**src/rtl/axis_upsizer_pkg.sv**
```systemverilog
// Shared helpers for the narrow-to-wide AXI4-Stream packer.
package axis_upsizer_pkg;

  // Lane counter width; a single-lane configuration still needs one bit.
  function automatic int unsigned cntr_width(input int unsigned ratio);
    return (ratio > 1) ? $clog2(ratio) : 1;
  endfunction

endpackage

```
**src/rtl/axis_upsizer_out_reg.sv**
```systemverilog
// Data/last register slice with valid/ready, used as the packer's output stage.
module axis_upsizer_out_reg #(
  parameter int unsigned WIDTH = 128
) (
  input  logic             clk,
  input  logic             rst,
  input  logic             load,
  input  logic [WIDTH-1:0] load_data,
  input  logic             load_last,
  input  logic             ready,
  output logic             valid,
  output logic [WIDTH-1:0] data,
  output logic             last,
  output logic             can_load
);

  assign can_load = ~valid | ready;

  always_ff @(posedge clk) begin
    if (rst) begin
      valid <= 1'b0;
      data  <= '0;
      last  <= 1'b0;
    end else if (load) begin
      // A load in the same cycle as a handshake keeps valid high.
      valid <= 1'b1;
      data  <= load_data;
      last  <= load_last;
    end else if (ready) begin
      valid <= 1'b0;
    end
  end

endmodule

```
**src/rtl/axis_upsizer.sv**
```systemverilog
// Packs narrow AXI4-Stream beats into wide words, lane 0 first, with a run-time
// lane count and early flush on s_axis_tlast.
module axis_upsizer
  import axis_upsizer_pkg::*;
#(
  parameter int unsigned S_AXIS_TDATA_WIDTH = 32,
  parameter int unsigned M_AXIS_TDATA_WIDTH = 128
) (
  input  logic                          aclk,
  input  logic                          areset,
  input  logic [15:0]                   cfg_data,
  input  logic [S_AXIS_TDATA_WIDTH-1:0] s_axis_tdata,
  input  logic                          s_axis_tvalid,
  input  logic                          s_axis_tlast,
  output logic                          s_axis_tready,
  output logic [M_AXIS_TDATA_WIDTH-1:0] m_axis_tdata,
  output logic                          m_axis_tvalid,
  output logic                          m_axis_tlast,
  input  logic                          m_axis_tready
);

  localparam int unsigned S          = S_AXIS_TDATA_WIDTH;
  localparam int unsigned M          = M_AXIS_TDATA_WIDTH;
  localparam int unsigned RATIO      = M / S;
  localparam int unsigned CNTR_WIDTH = cntr_width(RATIO);

  logic [CNTR_WIDTH-1:0] cntr;
  logic [CNTR_WIDTH-1:0] cfg_lanes;
  logic [M-1:0]          acc;
  logic [M-1:0]          acc_next;
  logic [M-1:0]          word_next;
  logic                  last;
  logic                  accept;
  logic                  close;
  logic                  can_load;
  logic                  unused_cfg;

  assign cfg_lanes  = cfg_data[CNTR_WIDTH-1:0];
  assign unused_cfg = ^cfg_data[15:CNTR_WIDTH];

  // The top-lane term keeps the counter in range when cfg exceeds RATIO-1.
  assign last = (cntr >= cfg_lanes) || (cntr == CNTR_WIDTH'(RATIO - 1)) || s_axis_tlast;

  assign s_axis_tready = last ? can_load : 1'b1;
  assign accept        = s_axis_tvalid & s_axis_tready;
  assign close         = accept & last;

  for (genvar i = 0; i < RATIO; i++) begin : g_lane
    logic hit;
    assign hit = (cntr == CNTR_WIDTH'(i));
    assign word_next[i*S +: S] = hit ? s_axis_tdata : acc[i*S +: S];
    assign acc_next[i*S +: S]  = close          ? '0           :
                                 (accept && hit) ? s_axis_tdata : acc[i*S +: S];
  end

  always_ff @(posedge aclk) begin
    if (areset) begin
      cntr <= '0;
      acc  <= '0;
    end else begin
      acc <= acc_next;
      if (close) begin
        cntr <= '0;
      end else if (accept) begin
        cntr <= cntr + 1'b1;
      end
    end
  end

  axis_upsizer_out_reg #(
    .WIDTH(M)
  ) u_out_reg (
    .clk      (aclk),
    .rst      (areset),
    .load     (close),
    .load_data(word_next),
    .load_last(s_axis_tlast),
    .ready    (m_axis_tready),
    .valid    (m_axis_tvalid),
    .data     (m_axis_tdata),
    .last     (m_axis_tlast),
    .can_load (can_load)
  );

endmodule

```
**config.mk**
```make
export PLATFORM = sky130hd
export DESIGN_NAME = axis_upsizer
export DESIGN_NICKNAME = d
export VERILOG_FILES = /design/src/rtl/axis_upsizer_pkg.sv /design/src/rtl/axis_upsizer_out_reg.sv /design/src/rtl/axis_upsizer.sv
export SDC_FILE = /design/constraint.sdc
export NUM_CORES = 1
export LEC_CHECK = 0
export CORE_UTILIZATION = 32
export CTS_CLUSTER_SIZE = 14
export DETAILED_ROUTE_END_ITERATION = 8
export HOLD_SLACK_MARGIN = 0.12
export PLACE_DENSITY = 0.55
export SETUP_SLACK_MARGIN = 0.15
export SYNTH_ARGS = -nofsm -noshare
export SYNTH_HDL_FRONTEND = slang
export SYNTH_SLANG_ARGS = --single-unit
export TNS_END_PERCENT = 50
```
**constraint.sdc**
```tcl
create_clock -name aclk -period 2.6 [get_ports aclk]
set_input_delay 0.52 -clock aclk [delete_from_list [all_inputs] [get_ports aclk]]
set_output_delay 0.52 -clock aclk [all_outputs]
set_load 0.01 [all_outputs]
```
==> results.sh, run 1 <==
export IMPL_vias=9119
export IMPL_wl_met2_mm=16.6
export IMPL_drc=0
export IMPL_rr_worst_depth=4
export IMPL_hold_start="areset"
export IMPL_grt_max_degree=84
export IMPL_fp_dieW_um=194
export IMPL_ys_seq_elements=260
export IMPL_irDropWorstVdd_v=0.000520
export IMPL_hold_class="primary input to flip-flop"
export IMPL_seq_power_share_pct=41.4
export IMPL_status="completed"
export IMPL_dpl_cell_area_um2=14300
export IMPL_power_switching_mw=2.85
export IMPL_io_buffers=169
export IMPL_syn_avg_cell_area_um2=11.0
export IMPL_ctsHoldBuffers=0
export IMPL_start_util_pct=32.4
export IMPL_wl_met1_mm=17.6
export IMPL_setup_viol_count_final=0
export IMPL_synthFlopType="dfxtp_1"
export IMPL_internal_power_mw=7.65
export IMPL_ys_warn_count=0
export IMPL_die_area_um2=37800
export IMPL_synth_edff_count=0
export IMPL_route_top_layer_used="met4"
export IMPL_met3_length_mm=1.16
export IMPL_cts_max_level=1
export IMPL_synth_common_cells="dfxtp_1 (260), mux2i_1 (224), o211ai_1 (131)"
export IMPL_dp_hpwl_mm=22.9
export IMPL_drt_iter0_drc=427
export IMPL_num_antenna_cells=0
export IMPL_drive_gt1_share_pct=19.5
export IMPL_synth_cell_types=32
export IMPL_wl_per_cell_um=21.3
export IMPL_rsz0062_at_grt="no"
export IMPL_postLayoutCellArea_um2=15300
export IMPL_coreArea_um2=36500
export IMPL_max_clock_path_buffers=3
export IMPL_synth_most_common_cell="dfxtp_1"
export IMPL_min_to="u_out_reg.data[76]$_SDFFE_PP0P_"
export IMPL_ant_nets=0
export IMPL_synth_area_leader_cell="dfxtp_1"
export IMPL_leakage_nw=5.49
export IMPL_layout_setup_ws_ns=0.255
export IMPL_crit_required_ns=2.08
export IMPL_hold_viol=0
export IMPL_layout_nets=1260
export IMPL_worstSetupStartpointType="flip-flop"
export IMPL_syn2layout_area_growth_pct=29.3
export IMPL_timing_final_crit_share_pct=90.2
export IMPL_async_flop_share_pct=0
export IMPL_r2r_end="acc[125]$_SDFFE_PP0P_"
export IMPL_crit_reg2reg_launch="cntr[1]$_SDFFE_PP0N_"
export IMPL_clk_pin_slew_ns=0.06
export IMPL_cts_sinks=260
export IMPL_grtUsageTotal_pct=18.6
export IMPL_antenna_found_initial=0
export IMPL_crit_path_end_kind="output port"
export IMPL_wl_mm=36.0
export IMPL_yosysTopAreaCellShare_pct=43.9
export IMPL_switching_share_pct=27.2
export IMPL_period_needed_ns=2.34
export IMPL_root_buffer="clkbuf_16"
export IMPL_synth_area_um2=11800
export IMPL_place_inst=1638
export IMPL_power_density_nw_per_um2=686
export IMPL_drt_pass1_iter_count=4
export IMPL_finalPower_mw=10.5
export IMPL_via_per_inst=5.41
export IMPL_clkPwrFrac_pct=39.8
export IMPL_fp_dieH_um=194
export IMPL_cp_max_fo=4
export IMPL_pre_cts_ws_ns=-0.256
export IMPL_synth_cells=1073
export IMPL_num_io_pins=184
export IMPL_rows=70
export IMPL_cts_setup_buffers=0
export IMPL_cts_tree="yes"
export IMPL_max_cap_viol_count=0
export IMPL_grt_pass1_wl_mm=56.0
export IMPL_fin_skew_ns=0.0187
export IMPL_cts_buffers=29
export IMPL_cp_arrival_ns=1.82
export IMPL_slew_viol_final=0
export IMPL_grt_ovfl_total=0
export IMPL_synth_nets=1132
export IMPL_grt_pass1_vias=9280
export IMPL_fin_cells=1687
export IMPL_gp_congestion=0.757
export IMPL_crit_type="flip-flop to output port"
export IMPL_r2r_slack_ns=0.46
export IMPL_fmax_ghz=0.426
export IMPL_fill_cells=3489
export IMPL_synth_top_cells_by_area="dfxtp_1 (44%), mux2i_1 (19%), a211oi_2 (12%)"
export IMPL_seq_area_frac_synth_pct=43.9
export IMPL_hold_depth=2
export IMPL_maxSlewHeadroom_pct=40.0
export IMPL_power_frac_comb_pct=18.7
export IMPL_insertion_delay_ns=0.54
export IMPL_worst_pin_slew_ns=0.900
==> final cells by class <==
type | instances | area [µm²] | area share (%)
Inverter | 5 | 21.3 | 0.139
Timing Repair Buffer | 231 | 2560 | 16.7
Multi-Input combinational cell | 674 | 5980 | 39.0
Clock inverter | 3 | 65.1 | 0.425
Clock buffer | 46 | 900 | 5.87
Tap cell | 468 | 586 | 3.82
Sequential cell | 260 | 5210 | 34.0
==> cells in the final DEF, fill, tap and decap left out, types with 4 or more instances in the layout <==
master and count:
clkdlybuf4s50_1 165, a211oi_2 109, a21oi_1 130, buf_4 30, buf_12 32, o21a_1 33
clkbuf_1 6, clkbuf_8 11, o211ai_1 131, dfxtp_1 259, mux2i_1 224, a211oi_1 19
clkbuf_16 29, ha_2 4
==> routing by layer <==
layer | GRT usage, % | up-vias
li1 | - | 4350
met5 | 0 | -
met1 | 26.1 | 4552
met3 | 2.33 | 36
met2 | 30.4 | 181
met4 | 3.97 | 0
==> worst max-delay path by stage <==
stage	endpoint	startpoint	slack, ns
after floorplan	s_axis_tready	cfg_data[1]	0.48
after global placement	s_axis_tready	cfg_data[1]	-0.23
after detailed placement	s_axis_tready	cfg_data[0]	-0.26
after CTS	s_axis_tready	cfg_data[0]	0.16
after global routing	s_axis_tready	cntr[0]$_SDFFE_PP0N_	0.17
final	s_axis_tready	cntr[0]$_SDFFE_PP0N_	0.26
==> stage by stage <==
step | setup TNS, ns | util [%] | hold WS (ns)
after floorplan | 0 | - | 0.440
after global placement | -20.12 | 39.2 | 0.446
after detailed placement | -29.20 | 39.2 | 0.452
after CTS | 0 | 41.9 | 0.238
after global routing | 0 | 41.9 | 0.252
final | 0 | 41.9 | 0.255
==> registers in the layout, summed over array words and instances, names as in the netlist <==
signal           flops
u_out_reg.valid      1
u_out_reg.data     128
acc                128
u_out_reg.last       1
cntr                 2
==> worst max-delay path, cell delays in order (launching register included) <==
cell	delay [ns]
dfxtp_2	0.37
inv_2	0.08
ha_4	0.28
nor2b_4	0.04
o21ai_4	0.21
nand2_2	0.08
clkdlybuf4s15_2	0.23
==> timing repair <==
action,4_1_cts,5_1_grt
hold endpoints to repair,0,0
endpoints found under the setup margin,1,1
pin swaps,1,0
gates resized for setup,10,2
==> power groups by stage <==
stage	clock network (mW)	logic (mW)	registers [mW]
after floorplan	0	1.02	4.49
after global placement	0	1.96	4.44
after detailed placement	0	1.97	4.44
after CTS	4.27	1.99	4.35
after global routing	4.42	2.10	4.38
final	4.18	1.97	4.35
==> logic make-up (layout without fill, tap and decap cells) <==
logic type      after synthesis  in the layout  share of synthesized area [%]
fa+ha+maj                     6              6                          0.634
compound gates              432            432                           29.5
flops                       260            260                           43.9
mux                         224            224                           18.9
buf+inv                     139            285                           6.34
simple gates                 12             12                          0.697
No activity file was read; power rests on OpenSTA's default activity.
==> run 2, diff against run 1 <==
Settings changed: SETUP_SLACK_MARGIN 0.15 to 0.3.
==> results.sh, run 2 (synthesis results as in run 1) <==
export IMPL_max_cap_viol_count=0
export IMPL_insertion_delay_ns=0.54
export IMPL_drt_iter0_drc=431
export IMPL_syn2layout_area_growth_pct=29.3
export IMPL_leakage_nw=5.49
export IMPL_grt_max_degree=84
export IMPL_fp_dieW_um=194
export IMPL_die_area_um2=37800
export IMPL_cts_sinks=260
export IMPL_period_needed_ns=2.20
export IMPL_setup_viol_count_final=0
export IMPL_status="completed"
export IMPL_drive_gt1_share_pct=19.7
export IMPL_drt_pass1_iter_count=4
export IMPL_min_to="u_out_reg.data[77]$_SDFFE_PP0P_"
export IMPL_num_antenna_cells=0
export IMPL_slew_viol_final=0
export IMPL_crit_slowest_cell="dfxtp_2"
export IMPL_grtUsageTotal_pct=18.6
export IMPL_maxSlewHeadroom_pct=39.9
export IMPL_fin_cells=1688
export IMPL_rr_worst_depth=7
export IMPL_cts_max_level=1
export IMPL_power_density_nw_per_um2=686
export IMPL_hold_depth=2
export IMPL_fmax_ghz=0.454
export IMPL_layout_commonest_cell="dfxtp_1"
export IMPL_top_regs="acc: 128 flops, u_out_reg.data: 128 flops, cntr: 2 flops"
export IMPL_wl_mm=35.9
export IMPL_dp_hpwl_mm=22.9
export IMPL_place_inst=1638
export IMPL_coreArea_um2=36500
export IMPL_r2r_slack_ns=0.51
export IMPL_cts_tree="yes"
export IMPL_via_per_inst=5.39
export IMPL_crit_path_max_incr_delay_ns=0.35
export IMPL_irDropWorstVdd_v=0.000519
export IMPL_rsz0062_at_grt="no"
export IMPL_hold_start="areset"
export IMPL_grt_ovfl_total=0
export IMPL_fin_util_pct=41.9
export IMPL_num_io_pins=184
export IMPL_crit_reg2reg_launch="cntr[1]$_SDFFE_PP0N_"
export IMPL_antenna_found_initial=0
export IMPL_gp_congestion=0.757
export IMPL_final_cell_mix="dfxtp_1 (258), mux2i_1 (224), clkdlybuf4s50_1 (165), o211ai_1 (131), a21oi_1 (130)"
export IMPL_rows=70
export IMPL_vias=9100
export IMPL_layout_nets=1261
export IMPL_drc=0
export IMPL_crit_chain="inv_2 -> ha_4 -> nor2b_4 -> o21ai_4 -> nand2_2 -> buf_2"
export IMPL_hold_class="primary input to flip-flop"
export IMPL_worstSetupStartpointType="flip-flop"
export IMPL_clk_pin_slew_ns=0.06
export IMPL_ctsHoldBuffers=0
export IMPL_ant_nets=0
export IMPL_fin_skew_ns=0.0161
export IMPL_wl_per_cell_um=21.3
export IMPL_crit_path_end_kind="output port"
export IMPL_start_util_pct=32.4
export IMPL_crit_required_ns=2.08
export IMPL_timing_final_crit_share_pct=84.8
export IMPL_root_buffer="clkbuf_16"
export IMPL_fp_dieH_um=194
export IMPL_cts_buffers=29
export IMPL_r2r_end="acc[3]$_SDFFE_PP0P_"
export IMPL_max_clock_path_buffers=3
export IMPL_hold_viol=0
export IMPL_cp_arrival_ns=1.68
export IMPL_grt_pass1_vias=9282
export IMPL_grt_pass1_wl_mm=56.0
export IMPL_worst_pin_slew_ns=0.901
export IMPL_cp_max_fo=4
export IMPL_io_buffers=169
export IMPL_crit_type="flip-flop to output port"
## run 2: cell count changes in the layout (fill, tap and decap cells not counted), sizes merged
cell / change
dlymetal6s2s: -1
clkdlybuf4s15: -1
buf: +2
dlygate4sd2: +1
## run 2: metal layers
layer  up-vias  global-route usage (%)  routed length, µm
li1       4353                       -                  -
met2       179                    30.4              16600
met5         -                       0                  0
met3        39                    2.33               1250
met4         0                    3.97                598
met1      4529                    26.1              17500
## run 2: through the flow
stage | total power, mW | TNS [ns] | hold WS [ns] | cell area [µm²] | worst slack (ns)
final | 10.5 | 0 | 0.256 | 15300 | 0.396
after global routing | 10.9 | 0 | 0.252 | 15300 | 0.308
after CTS | 10.6 | 0 | 0.238 | 15300 | 0.333
after detailed placement | 6.41 | -29.20 | 0.452 | 14300 | -0.256
after global placement | 6.39 | -20.12 | 0.446 | 14300 | -0.231
after floorplan | 5.50 | 0 | 0.440 | 11800 | 0.480
## run 2: worst max-delay path: cells and delay by family (launching register included)
family          cells  cell delay (ns)
fa+ha+maj           1             0.28
compound gates      1             0.18
simple gates        2             0.11
flops               1             0.35
buf+inv             2             0.21
## run 2: area by class of cell
| class | instances | area, µm² |
|---|---|---|
| flip-flops and latches | 260 | 5210 |
| well taps | 468 | 586 |
| repair buffers | 232 | 2560 |
| fillers | 3491 | 21200 |
| clock buffers | 46 | 900 |
| multi-input cells | 674 | 5980 |
| inverters | 5 | 21.3 |
| clock inverters | 3 | 65.1 |
## run 2: power by group
| part | switching [mW] | leakage, nW | total, mW | internal, mW |
|---|---|---|---|---|
| Clock | 1.65 | 0.476 | 4.18 | 2.54 |
| Sequential | 0.139 | 2.12 | 4.35 | 4.21 |
| Combinational | 1.07 | 2.89 | 1.97 | 0.901 |
| Total | 2.85 | 5.49 | 10.5 | 7.65 |
## run 2: what timing repair did
action                                  4_1_cts  5_1_grt
endpoints found under the setup margin        2        1
buffers inserted                              1        0
gates resized for setup                      13        1
cloned                                        0        0
hold endpoints to repair                      0        0
pin swaps                                     1        1
## run 2: worst max-delay path by stage
stage	startpoint	to	cells past startpoint	slack, ns
2_1_floorplan	cfg_data[1]	s_axis_tready	7	0.48
3_3_place_gp	cfg_data[1]	s_axis_tready	7	-0.23
3_5_place_dp	cfg_data[0]	s_axis_tready	6	-0.26
4_1_cts	cntr[0]$_SDFFE_PP0N_	s_axis_tready	6	0.33
5_1_grt	cntr[1]$_SDFFE_PP0N_	s_axis_tready	5	0.31
6_report	cntr[0]$_SDFFE_PP0N_	s_axis_tready	6	0.40
